<file path="src/rtl/spi_pkg.sv">
// spi_pkg: shared state encoding and widths for the byte-wide SPI master
package spi_pkg;
   localparam int SPI_BYTE_W   = 8;
   localparam int SPI_BITCNT_W = 3;
   localparam int SPI_DIV_W    = 8;
   typedef enum logic [2:0] {IDLE, LOW, HIGH, DONE, NEXT, HOLD, GAP} spi_state_e;
endpackage

</file>
<file path="src/rtl/spi_half_tick.sv">
// spi_half_tick: reloading down-counter, tc_o high for one cycle every load_i cycles after clr_i
module spi_half_tick
   import spi_pkg::*;
(
   input  logic                 clk,
   input  logic                 rst,
   input  logic                 clr_i,
   input  logic [SPI_DIV_W-1:0] load_i,
   output logic                 tc_o
);
   logic [SPI_DIV_W-1:0] cnt_q, cnt_d;
   assign tc_o = (cnt_q == '0);
   // reload on clear or on terminal count so every state entry restarts a full period
   always_comb cnt_d = (clr_i || tc_o) ? load_i - 1'b1 : cnt_q - 1'b1;
   // counter register
   always_ff @(posedge clk) cnt_q <= rst ? '0 : cnt_d;
endmodule

</file>
<file path="src/rtl/spi_master_byte.sv">
// spi_master_byte: mode-0 MSB-first SPI master; SPI_MISO_SYNC_EN adds a 2-flop MISO synchroniser
module spi_master_byte
   import spi_pkg::*;
#(
   parameter int CLK_DIV  = 4,
   parameter int IDLE_GAP = 4
) (
   input  logic                  clk,
   input  logic                  rst,
   input  logic                  tx_valid,
   output logic                  tx_ready,
   input  logic [SPI_BYTE_W-1:0] tx_data,
   input  logic                  tx_last,
   output logic                  rx_valid,
   output logic [SPI_BYTE_W-1:0] rx_data,
   output logic                  busy,
   output logic                  SCK,
   output logic                  SSEL,
   output logic                  MOSI,
   input  logic                  MISO
);
   spi_state_e              state_q;
   logic [SPI_BYTE_W-1:0]   tx_q, rx_sh_q;
   logic [SPI_BITCNT_W-1:0] bit_q;
   logic                    last_q, div_tc, gap_tc, accept, miso_s;
   assign tx_ready = !rst && (state_q == IDLE || state_q == NEXT);
   assign accept   = tx_valid && tx_ready;
`ifdef SPI_MISO_SYNC_EN
   if (CLK_DIV < 3) begin : g_div_chk
      $error("CLK_DIV must be >= 3 when SPI_MISO_SYNC_EN is defined");
   end
   logic [1:0] miso_sync_q;
   // two-flop synchroniser; the SCK-rise sample sees MISO from two cycles earlier
   always_ff @(posedge clk) miso_sync_q <= rst ? 2'b00 : {miso_sync_q[0], MISO};
   assign miso_s = miso_sync_q[1];
`else
   assign miso_s = MISO;
`endif
   spi_half_tick u_div (
      .clk(clk), .rst(rst), .clr_i(accept),
      .load_i(SPI_DIV_W'(CLK_DIV)), .tc_o(div_tc)
   );
   spi_half_tick u_gap (
      .clk(clk), .rst(rst), .clr_i(state_q == HOLD && div_tc),
      .load_i(SPI_DIV_W'(IDLE_GAP)), .tc_o(gap_tc)
   );
   // frame sequencer: SCK phases, MOSI shifting, MISO capture and SSEL framing
   always_ff @(posedge clk) begin
      if (rst) begin
         state_q  <= IDLE;
         SCK      <= 1'b0;
         SSEL     <= 1'b1;
         MOSI     <= 1'b0;
         rx_valid <= 1'b0;
         rx_data  <= '0;
         busy     <= 1'b0;
         tx_q     <= '0;
         rx_sh_q  <= '0;
         bit_q    <= '0;
         last_q   <= 1'b0;
      end else begin
         rx_valid <= 1'b0;
         case (state_q)
            IDLE, NEXT: if (accept) begin
               state_q <= LOW;
               SSEL    <= 1'b0;
               SCK     <= 1'b0;
               MOSI    <= tx_data[SPI_BYTE_W-1];
               tx_q    <= {tx_data[SPI_BYTE_W-2:0], 1'b0};
               last_q  <= tx_last;
               bit_q   <= '0;
               busy    <= 1'b1;
            end
            LOW: if (div_tc) begin
               state_q <= HIGH;
               SCK     <= 1'b1;
               rx_sh_q <= {rx_sh_q[SPI_BYTE_W-2:0], miso_s};
            end
            HIGH: if (div_tc) begin
               SCK   <= 1'b0;
               bit_q <= bit_q + 1'b1;
               if (bit_q == '1) begin
                  state_q  <= DONE;
                  rx_valid <= 1'b1;
                  rx_data  <= rx_sh_q;
               end else begin
                  state_q <= LOW;
                  MOSI    <= tx_q[SPI_BYTE_W-1];
                  tx_q    <= {tx_q[SPI_BYTE_W-2:0], 1'b0};
               end
            end
            DONE: state_q <= last_q ? HOLD : NEXT;
            HOLD: if (div_tc) begin
               state_q <= GAP;
               SSEL    <= 1'b1;
               MOSI    <= 1'b0;
            end
            GAP: if (gap_tc) begin
               state_q <= IDLE;
               busy    <= 1'b0;
            end
            default: state_q <= IDLE;
         endcase
      end
   end
endmodule

</file>
<file path="config.mk">
export PLATFORM = sky130hd
export DESIGN_NAME = spi_master_byte
export DESIGN_NICKNAME = d
export VERILOG_FILES = /design/src/rtl/spi_pkg.sv /design/src/rtl/spi_half_tick.sv /design/src/rtl/spi_master_byte.sv
export SDC_FILE = /design/constraint.sdc
export NUM_CORES = 1
export LEC_CHECK = 0
export CAP_MARGIN = 25
export CORE_UTILIZATION = 40
export DETAILED_ROUTE_END_ITERATION = 10
export PLACE_DENSITY = 0.62
export RECOVER_POWER = 100
export SLEW_MARGIN = 20
export SYNTH_ARGS = -nofsm -noshare
export SYNTH_HDL_FRONTEND = slang
export SYNTH_HIERARCHICAL = 1
export SYNTH_SLANG_ARGS = --single-unit
</file>
<file path="constraint.sdc">
create_clock -name clk -period 3.4 [get_ports clk]
set_input_delay 0.51 -clock clk [delete_from_list [all_inputs] [get_ports clk]]
set_output_delay 0.51 -clock clk [all_outputs]
set_load 0.005 [all_outputs]
</file>
==> flow_summary.toml <==
[outcome]
status = "complete, no violations"

[routing]
ant_nets = 0
drc_errors = 0
wl_per_cell_um = 12.1
drtIter0Drc = 65
routed_via_density = 4.99
drt_pass1_iterations = 5
drt_wl_total_um = 5480
vias = 2251

[clocking]
cts-htree-levels = 2
postCtsSetupBuffers = 0
cts_tree = "done"
cts_made_buffers = 5
clock_sinks = 51
cts_buffer_depth = 2
ctsHoldBuffers = 0
cts_resized = 0
root_buffer = "clkbuf_8"
insertion_delay_ns = 0.32
path_clk_slew_ns = 0.11

[logic_synthesis]
ys_async_sr_fraction = 0
ys_seq_elements = 51
synth.most_common_cell = "dfxtp_1"
avgSynthCellArea_sq_um = 9.15
synth_commonest_cells = "51 x dfxtp_1, 44 x nor2_1, 34 x mux2i_1"
yosysTopAreaCellShare = 0.366
synthesis.area_sq_um = 2790
synth.yosys.warnings = 6
synth_edf_count = 0
syn_inst = 305
ys_dominant_reg_cell = "dfxtp_1"
synthTopCellsByArea = "dfxtp_1 37%, mux2i_1 12%, nor2_1 5.9%, a21oi_1 3.8%, nor3_1 3.2%"
ys_types = 56
ys_seq_area_frac = 0.366
yosysTopAreaCell = "dfxtp_1"

[floorplanning]
rows = 30
num_io_pins = 27
die_w_um = 85.5
die_h_um = 85.5
core-area_sq_um = 6760
start_util = 0.413
die-area_sq_um = 7320

[worst_setup_path]
slowest_delay_ns = 0.60
worstPathRequired_ns = 3.59
cpMaxStageDelayCell = "or4_1"
start_kind = "flip-flop"
end_kind = "flip-flop"
criticalPathCategory = "reg -> reg"
cp_cell_sequence = "or4_1 > nor2_1 > inv_1 > nor4_1 > buf_4 > mux2i_1 > o21ai_0 > inv_1 > ha_1 > o211ai_1 > nor3_1 > xor2_1 > nor2_1"
critPathMaxFanout = 8
arrival_ns = 3.24

[global_routing]
grt_max_degree = 55
grt_pass1_vias = 2064
grtUsageTotal = 0.160
antenna_found_initial = 0
grt-ovfl-total = 0
grt_pass1_wl_um = 9400

[placement]
gp_congestion = 0.833
dp_hpwl_um = 3810
port_buffers = 26
placed_area_sq_um = 3230

[finish]
syn_to_final_growth_pct = 17.4
nNetsFinal = 387
num_antenna_cells = 0
fin_area_sq_um = 3280
fillers = 675
drive_above_1_share = 0.0970

[sta]
finalHoldViolations = 0
min_period_ns = 3.05
whs_ns = 0.484
rsz0062_at_grt = "no"
worst_pin_slew_ns = 0.725
skew_ns = 0.00850
setup-violations-final = 0
timing.fmax_mhz = 328
finalMaxSlewViolations = 0
finalSetupTns_ns = 0
slew_headroom = 0.512
period_share = 0.896

[min_path]
min_path_type = "reg -> reg"

[pwr]
ir_worst_vdd_v = 0.000265
finalPower_mw = 2.14
power_leakage_nw = 1.26
p_per_area_nw_per_um2 = 654

[flow_run]
maxCapViolCount = 0
-- sequential cells by signal, indices dropped and copies added (netlist names) --
name,count
last_q,1
state_q,3
u_div/cnt_q,8
bit_q,3
rx_valid,1
rx_data,8
MOSI,1
SSEL,1
u_gap/cnt_q,8
SCK,1
tx_q,7
busy,1
rx_sh_q,8
-- critical path: cells and delay by family, from the launching register on --
family | cells | cell delay, ns
xor+xnor | 1 | 0.17
simple gates | 5 | 1.26
fa+ha+maj | 1 | 0.19
compound gates | 2 | 0.33
buf+inv | 3 | 0.40
flops | 1 | 0.39
mux | 1 | 0.18
-- metrics by stage --
stage	setup WS, ns	cells	util
floorplan	0.322	347	-
global placement	0.420	443	0.478
detailed placement	0.322	443	0.478
CTS	0.411	451	0.492
global route	0.161	451	0.485
finish	0.352	451	0.485
-- cells in the final DEF (no fill, tap or decap), drive strengths merged, types with 2 or more instances in the layout --
cell type | Yosys | routed
ha | 4 | 4
inv | 8 | 10
or4 | 4 | 4
o21bai | 3 | 3
nor2 | 46 | 46
o21ai | 8 | 8
mux2i | 34 | 34
nor4 | 6 | 6
nand2b | 8 | 8
dfxtp | 51 | 51
a22oi | 5 | 5
or4b | 4 | 4
a31oi | 2 | 2
a311oi | 6 | 6
conb | 2 | 44
clkdlybuf4s50 | 0 | 11
clkbuf | 10 | 8
buf | 9 | 7
mux2 | 2 | 2
xnor2 | 3 | 3
xor2 | 9 | 9
dlygate4sd3 | 0 | 14
and2 | 2 | 2
nor3b | 3 | 3
nor3 | 18 | 18
o211ai | 2 | 2
o32ai | 2 | 2
a21oi | 25 | 25
or3b | 2 | 2
a31o | 2 | 2
nand4 | 3 | 3
nand2 | 11 | 11
-- final timing paths --
kind | cells after the start | slack, ns | end | startpoint
min | 2 | 0.48 | last_q$_SDFFE_PP0P_ | last_q$_SDFFE_PP0P_
max reg2reg | 13 | 0.35 | u_gap/cnt_q[6]$_SDFF_PP0_ | u_div/cnt_q[3]$_SDFF_PP0_
min reg2reg | 2 | 0.48 | last_q$_SDFFE_PP0P_ | last_q$_SDFFE_PP0P_
max | 13 | 0.35 | u_gap/cnt_q[6]$_SDFF_PP0_ | u_div/cnt_q[3]$_SDFF_PP0_
-- logic make-up (layout without fill, tap and decap cells) --
| kind of cell | Yosys count | after routing | synth area share |
|---|---|---|---|
| mux | 36 | 36 | 0.130 |
| simple gates | 112 | 112 | 0.213 |
| flops | 51 | 51 | 0.366 |
| other cells | 2 | 44 | 0.00269 |
| buf+inv | 27 | 51 | 0.0636 |
| xor+xnor | 12 | 12 | 0.0377 |
| compound gates | 61 | 61 | 0.169 |
| fa+ha+maj | 4 | 4 | 0.0179 |
-- power breakdown --
part | leakage [nW] | switching (mW) | internal [mW] | total [mW]
registers | 0.417 | 0.0903 | 0.704 | 0.794
clock network | 0.0491 | 0.231 | 0.152 | 0.383
logic | 0.794 | 0.540 | 0.428 | 0.968
-- per-layer routing --
layer / track usage / up-vias / wire length [um]
met1: 0.208 / 1025 / 2710
met4: 0.0591 / 0 / 68
li1: - / 1177 / -
met3: 0.0289 / 7 / 197
met5: 0 / - / 0
met2: 0.266 / 42 / 2500
-- final cells by class --
cell class | count | area, sq um | share of cell area
Sequential cell | 51 | 1020 | 0.311
Inverter | 8 | 30.0 | 0.00916
Clock buffer | 5 | 68.8 | 0.0210
Multi-Input combinational cell | 269 | 1720 | 0.525
Clock inverter | 3 | 26.3 | 0.00802
Timing Repair Buffer | 35 | 312 | 0.0950
Tap cell | 80 | 100 | 0.0305
Note: power is estimated with default switching activity, not from simulation.
